--- config.mk ---
export PLATFORM = sky130hd
export DESIGN_NAME = uart_tx_arbiter
export DESIGN_NICKNAME = d
export VERILOG_FILES = /design/src/rtl/uart_pkg.sv /design/src/rtl/uart_rr_pick.sv /design/src/rtl/uart_tx_arbiter.sv
export SDC_FILE = /design/constraint.sdc
export NUM_CORES = 1
export LEC_CHECK = 0
export CAP_MARGIN = 10
export CELL_PAD_IN_SITES_DETAIL_PLACEMENT = 0
export CELL_PAD_IN_SITES_GLOBAL_PLACEMENT = 1
export CORE_ASPECT_RATIO = 0.5
export CORE_MARGIN = 2
export CORE_UTILIZATION = 32
export DETAILED_ROUTE_END_ITERATION = 12
export MAX_ROUTING_LAYER = met4
export PLACE_DENSITY = 0.92
export SYNTH_ARGS = -nofsm -noshare
export SYNTH_HDL_FRONTEND = slang
export SYNTH_SLANG_ARGS = --single-unit
--- constraint.sdc ---
create_clock -name _clock -period 2.4 [get_ports _clock]
set_input_delay 0.36 -clock _clock [delete_from_list [all_inputs] [get_ports _clock]]
set_output_delay 0.36 -clock _clock [all_outputs]
set_load 0.03 [all_outputs]
--- src/rtl/uart_pkg.sv ---
// rtl/uart_pkg.sv - shared types and constants for the UART transmit arbiter
package uart_pkg;

  // Arbiter phases: waiting for a request, streaming one message, enforcing the idle gap
  typedef enum logic [1:0] {
    IDLE = 2'd0,
    SEND = 2'd1,
    GAP  = 2'd2
  } arb_state_t;

  // Start + 8 data + stop bits on the line for every byte
  localparam int bits_per_byte = 10;

endpackage

--- src/rtl/uart_rr_pick.sv ---
// rtl/uart_rr_pick.sv - combinational round-robin picker starting after the last owner
module uart_rr_pick #(
  parameter int channels = 4
) (
  input  logic [channels-1:0]         req,
  input  logic [$clog2(channels)-1:0] last,
  output logic [$clog2(channels)-1:0] pick,
  output logic                        any
);

  localparam int lw = $clog2(channels);

  // One spare bit so last+k never overflows before the wrap subtraction
  logic [lw:0] sum;

  // Walk last+1, last+2, ... with wrap; the first requester found wins
  always_comb begin
    pick = '0;
    any  = 1'b0;
    sum  = '0;
    for (int k = 1; k <= channels; k++) begin
      sum = {1'b0, last} + (lw+1)'(k);
      if (sum >= (lw+1)'(channels)) begin
        sum = sum - (lw+1)'(channels);
      end
      if (!any && req[sum[lw-1:0]]) begin
        pick = sum[lw-1:0];
        any  = 1'b1;
      end
    end
  end

endmodule

--- src/rtl/uart_tx_arbiter.sv ---
// rtl/uart_tx_arbiter.sv - round-robin message arbiter in front of a shared UART transmitter
module uart_tx_arbiter
  import uart_pkg::*;
#(
  parameter int channels   = 4,
  parameter int gap_clocks = 16,
  parameter int burst_max  = 64
) (
  input  logic                  _clock,
  input  logic                  _reset,
  input  logic [channels*8-1:0] _req_data,
  input  logic [channels-1:0]   _req_valid,
  input  logic [channels-1:0]   _req_last,
  output logic [channels-1:0]   _req_ready,
  output logic [7:0]            _tx_in,
  output logic                  _tx_valid,
  input  logic                  _tx_ready,
  output logic [channels-1:0]   _grant,
  output logic                  _busy
);

  localparam int ow = $clog2(channels);
  localparam int cw = $clog2(burst_max + 1);
  localparam int gw = ($clog2(gap_clocks + 1) > 1) ? $clog2(gap_clocks + 1) : 1;

  // Gap counter runs gap_clocks-1 down to 0, so GAP lasts exactly gap_clocks cycles
  localparam logic [gw-1:0] gap_load = gw'((gap_clocks > 0) ? gap_clocks - 1 : 0);
  localparam logic [cw-1:0] burst_end = cw'(burst_max - 1);

  arb_state_t    state, state_n;
  logic [ow-1:0] owner, owner_n;
  logic [ow-1:0] last_owner, last_owner_n;
  logic [cw-1:0] count, count_n;
  logic [gw-1:0] gap, gap_n;

  logic [ow-1:0] pick;
  logic          any;
  logic          xfer;
  logic          release_now;

  uart_rr_pick #(
    .channels(channels)
  ) u_pick (
    .req (_req_valid),
    .last(last_owner),
    .pick(pick),
    .any (any)
  );

  // State and counters; reset leaves channel 0 as the first in line
  always_ff @(posedge _clock or negedge _reset) begin
    if (!_reset) begin
      state      <= IDLE;
      owner      <= '0;
      last_owner <= ow'(channels - 1);
      count      <= '0;
      gap        <= '0;
    end else begin
      state      <= state_n;
      owner      <= owner_n;
      last_owner <= last_owner_n;
      count      <= count_n;
      gap        <= gap_n;
    end
  end

  // Next state plus the owner-to-transmitter mux; handshake passes straight through while in SEND
  always_comb begin
    state_n      = state;
    owner_n      = owner;
    last_owner_n = last_owner;
    count_n      = count;
    gap_n        = gap;
    _tx_valid    = 1'b0;
    _tx_in       = 8'h00;
    _req_ready   = '0;
    _grant       = '0;
    xfer         = 1'b0;
    release_now  = 1'b0;

    case (state)
      IDLE: begin
        if (any) begin
          owner_n      = pick;
          last_owner_n = pick;
          count_n      = '0;
          state_n      = SEND;
        end
      end

      SEND: begin
        _grant[owner]      = 1'b1;
        _tx_valid          = _req_valid[owner];
        _tx_in             = _tx_valid ? _req_data[{owner, 3'b000} +: 8] : 8'h00;
        _req_ready[owner]  = _tx_ready;
        xfer               = _tx_valid && _tx_ready;
        // A silent owner keeps the grant; only a transferred byte can end the message
        if (xfer) begin
          count_n     = count + cw'(1);
          release_now = _req_last[owner] || (count == burst_end);
        end
        if (release_now) begin
          if (gap_clocks > 0) begin
            gap_n   = gap_load;
            state_n = GAP;
          end else begin
            state_n = IDLE;
          end
        end
      end

      GAP: begin
        if (gap == '0) begin
          state_n = IDLE;
        end else begin
          gap_n = gap - gw'(1);
        end
      end

      default: begin
        state_n = IDLE;
      end
    endcase
  end

  assign _busy = (state != IDLE);

endmodule

==> metrics.yaml <==
avgSynthCellArea_um2: 9.84
critPathBufInv: 2
critPathTopFamily: "buffers and inverters"
combPwrFrac_pct: 66.3
port_buffers: 60
clockBufferDepth: 2
dp.final_hpwl_um: 2940
area_growth_syn_to_layout_pct: 52.1
synth-edff-count: 0
synth-warning-count: 0
drive_gt1_share_pct: 15.8
synth_nets: 179
switching_share_pct: 45.2
drt_iter0_drc: 48
critPathKind: "in -> out"
cp_max_fo: 4
finalSetupViolCount: 0
synth_area_um2: 1320
ant_nets: 0
grt_pass1_wl_um: 5760
drc: 0
crit_slowest_cell: "clkdlybuf4s50_1"
worst_path_most_repeated_cell: "clkdlybuf4s50_1"
r2r_setup_slack_ns: 0.53
path_clk_slew_ns: 0.07
mostFrequentLayoutCells: "clkdlybuf4s50_1 (51), dfrtp_1 (16), buf_4 (13)"
grt_pass1_vias: 1240
synth_area_leaders: "dfrtp_1 (30%), mux4_2 (12%), and3_1 (5.7%)"
die_h_um: 49.4
track_usage_pct: 16.7
cap_violations: 0
overflow: 0
timing.rr.end: "gap[0]"
initial_core_util_pct: 33.6
die_x_um: 94.8
synth-seq-area-share_pct: 34.3
netlist.top_cell.by_area: "dfrtp_1"
rows: 16
synth-compound-area-share_pct: 14.7
dp_cells: 246
synth_flop_cell: "dfrtp_1"
endpoint: "_req_ready[0]"
crit_start: "_tx_ready"
num_io_pins: 61
synthSimpleGateAreaFrac_pct: 23.0
start_kind: "input pin"
postCtsSetupBuffers: 0
relSlewSlack_pct: 45.7
detail_route.wl_per_cell_um: 14.5
vias_per_cell: 5.14
synth-seq-cells: 18
power.density_nw_per_um2: 1060
fin_crit_sh_pct: 92.5
vias: 1284
min_path_type: "reg -> reg"
async_flop_share_pct: 100
synth-xor-area-share_pct: 0
p_switching_mw: 0.959
antenna_found_initial: 0
cts_tree: "yes"
finalNetCount: 242
drt_first_pass_iters: 4
cts_resized: 0
finalClockSkew_ns: 0.00241
clk-insertion-delay-late_ns: 0.25
reg2reg_from: "owner[0]"
slew_violations: 0
crit_chain: "clkdlybuf4s50_1, nand4bb_1, nor2_1, clkdlybuf4s50_1"
r2r_cells: 5
h-tree-depth: 1
grt_setup_unrepaired: "false"
p_clk_share_pct: 10.2
ctsHoldBuffers: 0
fin_cells: 250
worst_pin_slew_ns: 0.812
tns_ns: 0
ir_worst_vdd_mv: 0.299
pwr-share-seq_pct: 23.5
hold_violations: 0
final_common_cell: "clkdlybuf4s50_1"
synth.distinct_cells: 42
power.leakage_nw: 0.875
place_congestion: 0.851
core-area_um2: 3920
status: "completed"
max_freq_mhz: 450
yosys.area.top_type_share_pct: 30.4
path_depth: 4
die-area_um2: 4680
internal-power_mw: 1.16
netlist_instances: 134
cp.arrival_ns: 1.86
worstPathRequired_ns: 2.04
period_needed_ns: 2.22
wl_um: 3630
endpoint_kind: "output port"
diodes: 0
clkSinkCount: 18
numCtsBuffers: 3
grt_max_degree: 19
synth_top_family_by_area: "simple AND/OR/NAND/NOR gates"
fillers: 355
slowest_delay_ns: 0.68
synth-adder-area-share_pct: 1.90
synthMuxAreaShare_pct: 21.3
cts_root_buf: "clkbuf_8"
-- synth_stat cells, types with 3 or more instances --
cell type	count
dfrtp_1	16
and3_1	12
nand2_1	12
nor2_1	9
inv_1	8
a21oi_1	7
mux2i_1	7
mux4_2	7
nand3_1	6
nor3_1	4
buf_2	3
nand2b_1	3
o21ai_0	3
-- cell families (layout without fill, tap and decap cells) --
family | count (synthesis) | in the layout
fa+ha+maj | 2 | 2
flops | 18 | 18
buf+inv | 14 | 76
simple gates | 57 | 57
mux | 16 | 16
compound gates | 27 | 27
-- per-layer routing --
metal	vias up	global-route usage, %	share of wire [%]
met5	-	-	0
met4	0	5.80	1.2
met3	2	4.79	7.6
met2	35	29.2	48
met1	613	18.2	43
li1	634	-	-
-- power groups by stage --
| stage | combinational, mW | sequential [mW] | clock [mW] |
|---|---|---|---|
| after floorplan | 0.978 | 0.457 | 0 |
| after global placement | 1.39 | 0.495 | 0 |
| after detailed placement | 1.42 | 0.500 | 0 |
| after CTS | 1.43 | 0.496 | 0.220 |
| after global routing | 1.53 | 0.507 | 0.244 |
| final | 1.41 | 0.498 | 0.216 |
-- how the worst min path moves through the flow --
stage | from | to | slack [ns] | cells after the start
3_5_place_dp | count[5] | count[5] | 0.47 | 1
6_report | count[5] | count[5] | 0.48 | 1
2_1_floorplan | _reset | count[0] | 0.06 | 0
3_3_place_gp | count[5] | count[5] | 0.46 | 1
4_1_cts | count[5] | count[5] | 0.48 | 1
5_1_grt | count[5] | count[5] | 0.50 | 1
-- sequential cells by signal, indices dropped and copies added, names as in the netlist --
name and count:
count 7, gap 5, last_owner 2, owner 2
state 2
-- cell type report --
cell class,count,area [µm²],area share (%)
inverter,8,30.0,1.50
tap,54,67.6,3.37
sequential,18,453,22.6
multi-input combinational,102,802,40.0
clock buffer,4,45.0,2.25
timing repair buffer,64,608,30.3
-- through the flow --
stage	utilization (%)	total power [mW]	hold WS, ns	instance area, µm²	setup WS (ns)
2_1_floorplan	-	1.44	0.0644	1320	0.422
3_3_place_gp	50.0	1.89	0.455	1960	0.224
3_5_place_dp	50.0	1.92	0.470	1960	0.182
4_1_cts	51.1	2.14	0.480	2010	0.179
5_1_grt	51.1	2.28	0.500	2010	0.0699
6_report	51.1	2.12	0.480	2010	0.180
-- worst register-to-register path, delay by kind of cell, from the launching register on --
family                 cells  cell delay [ns]
AO/OA/AOI/OAI              3             0.54
multiplexers               1             0.53
flip-flops                 1             0.42
buffers and inverters      1             0.27
Note: power is estimated with default switching activity, not from simulation.
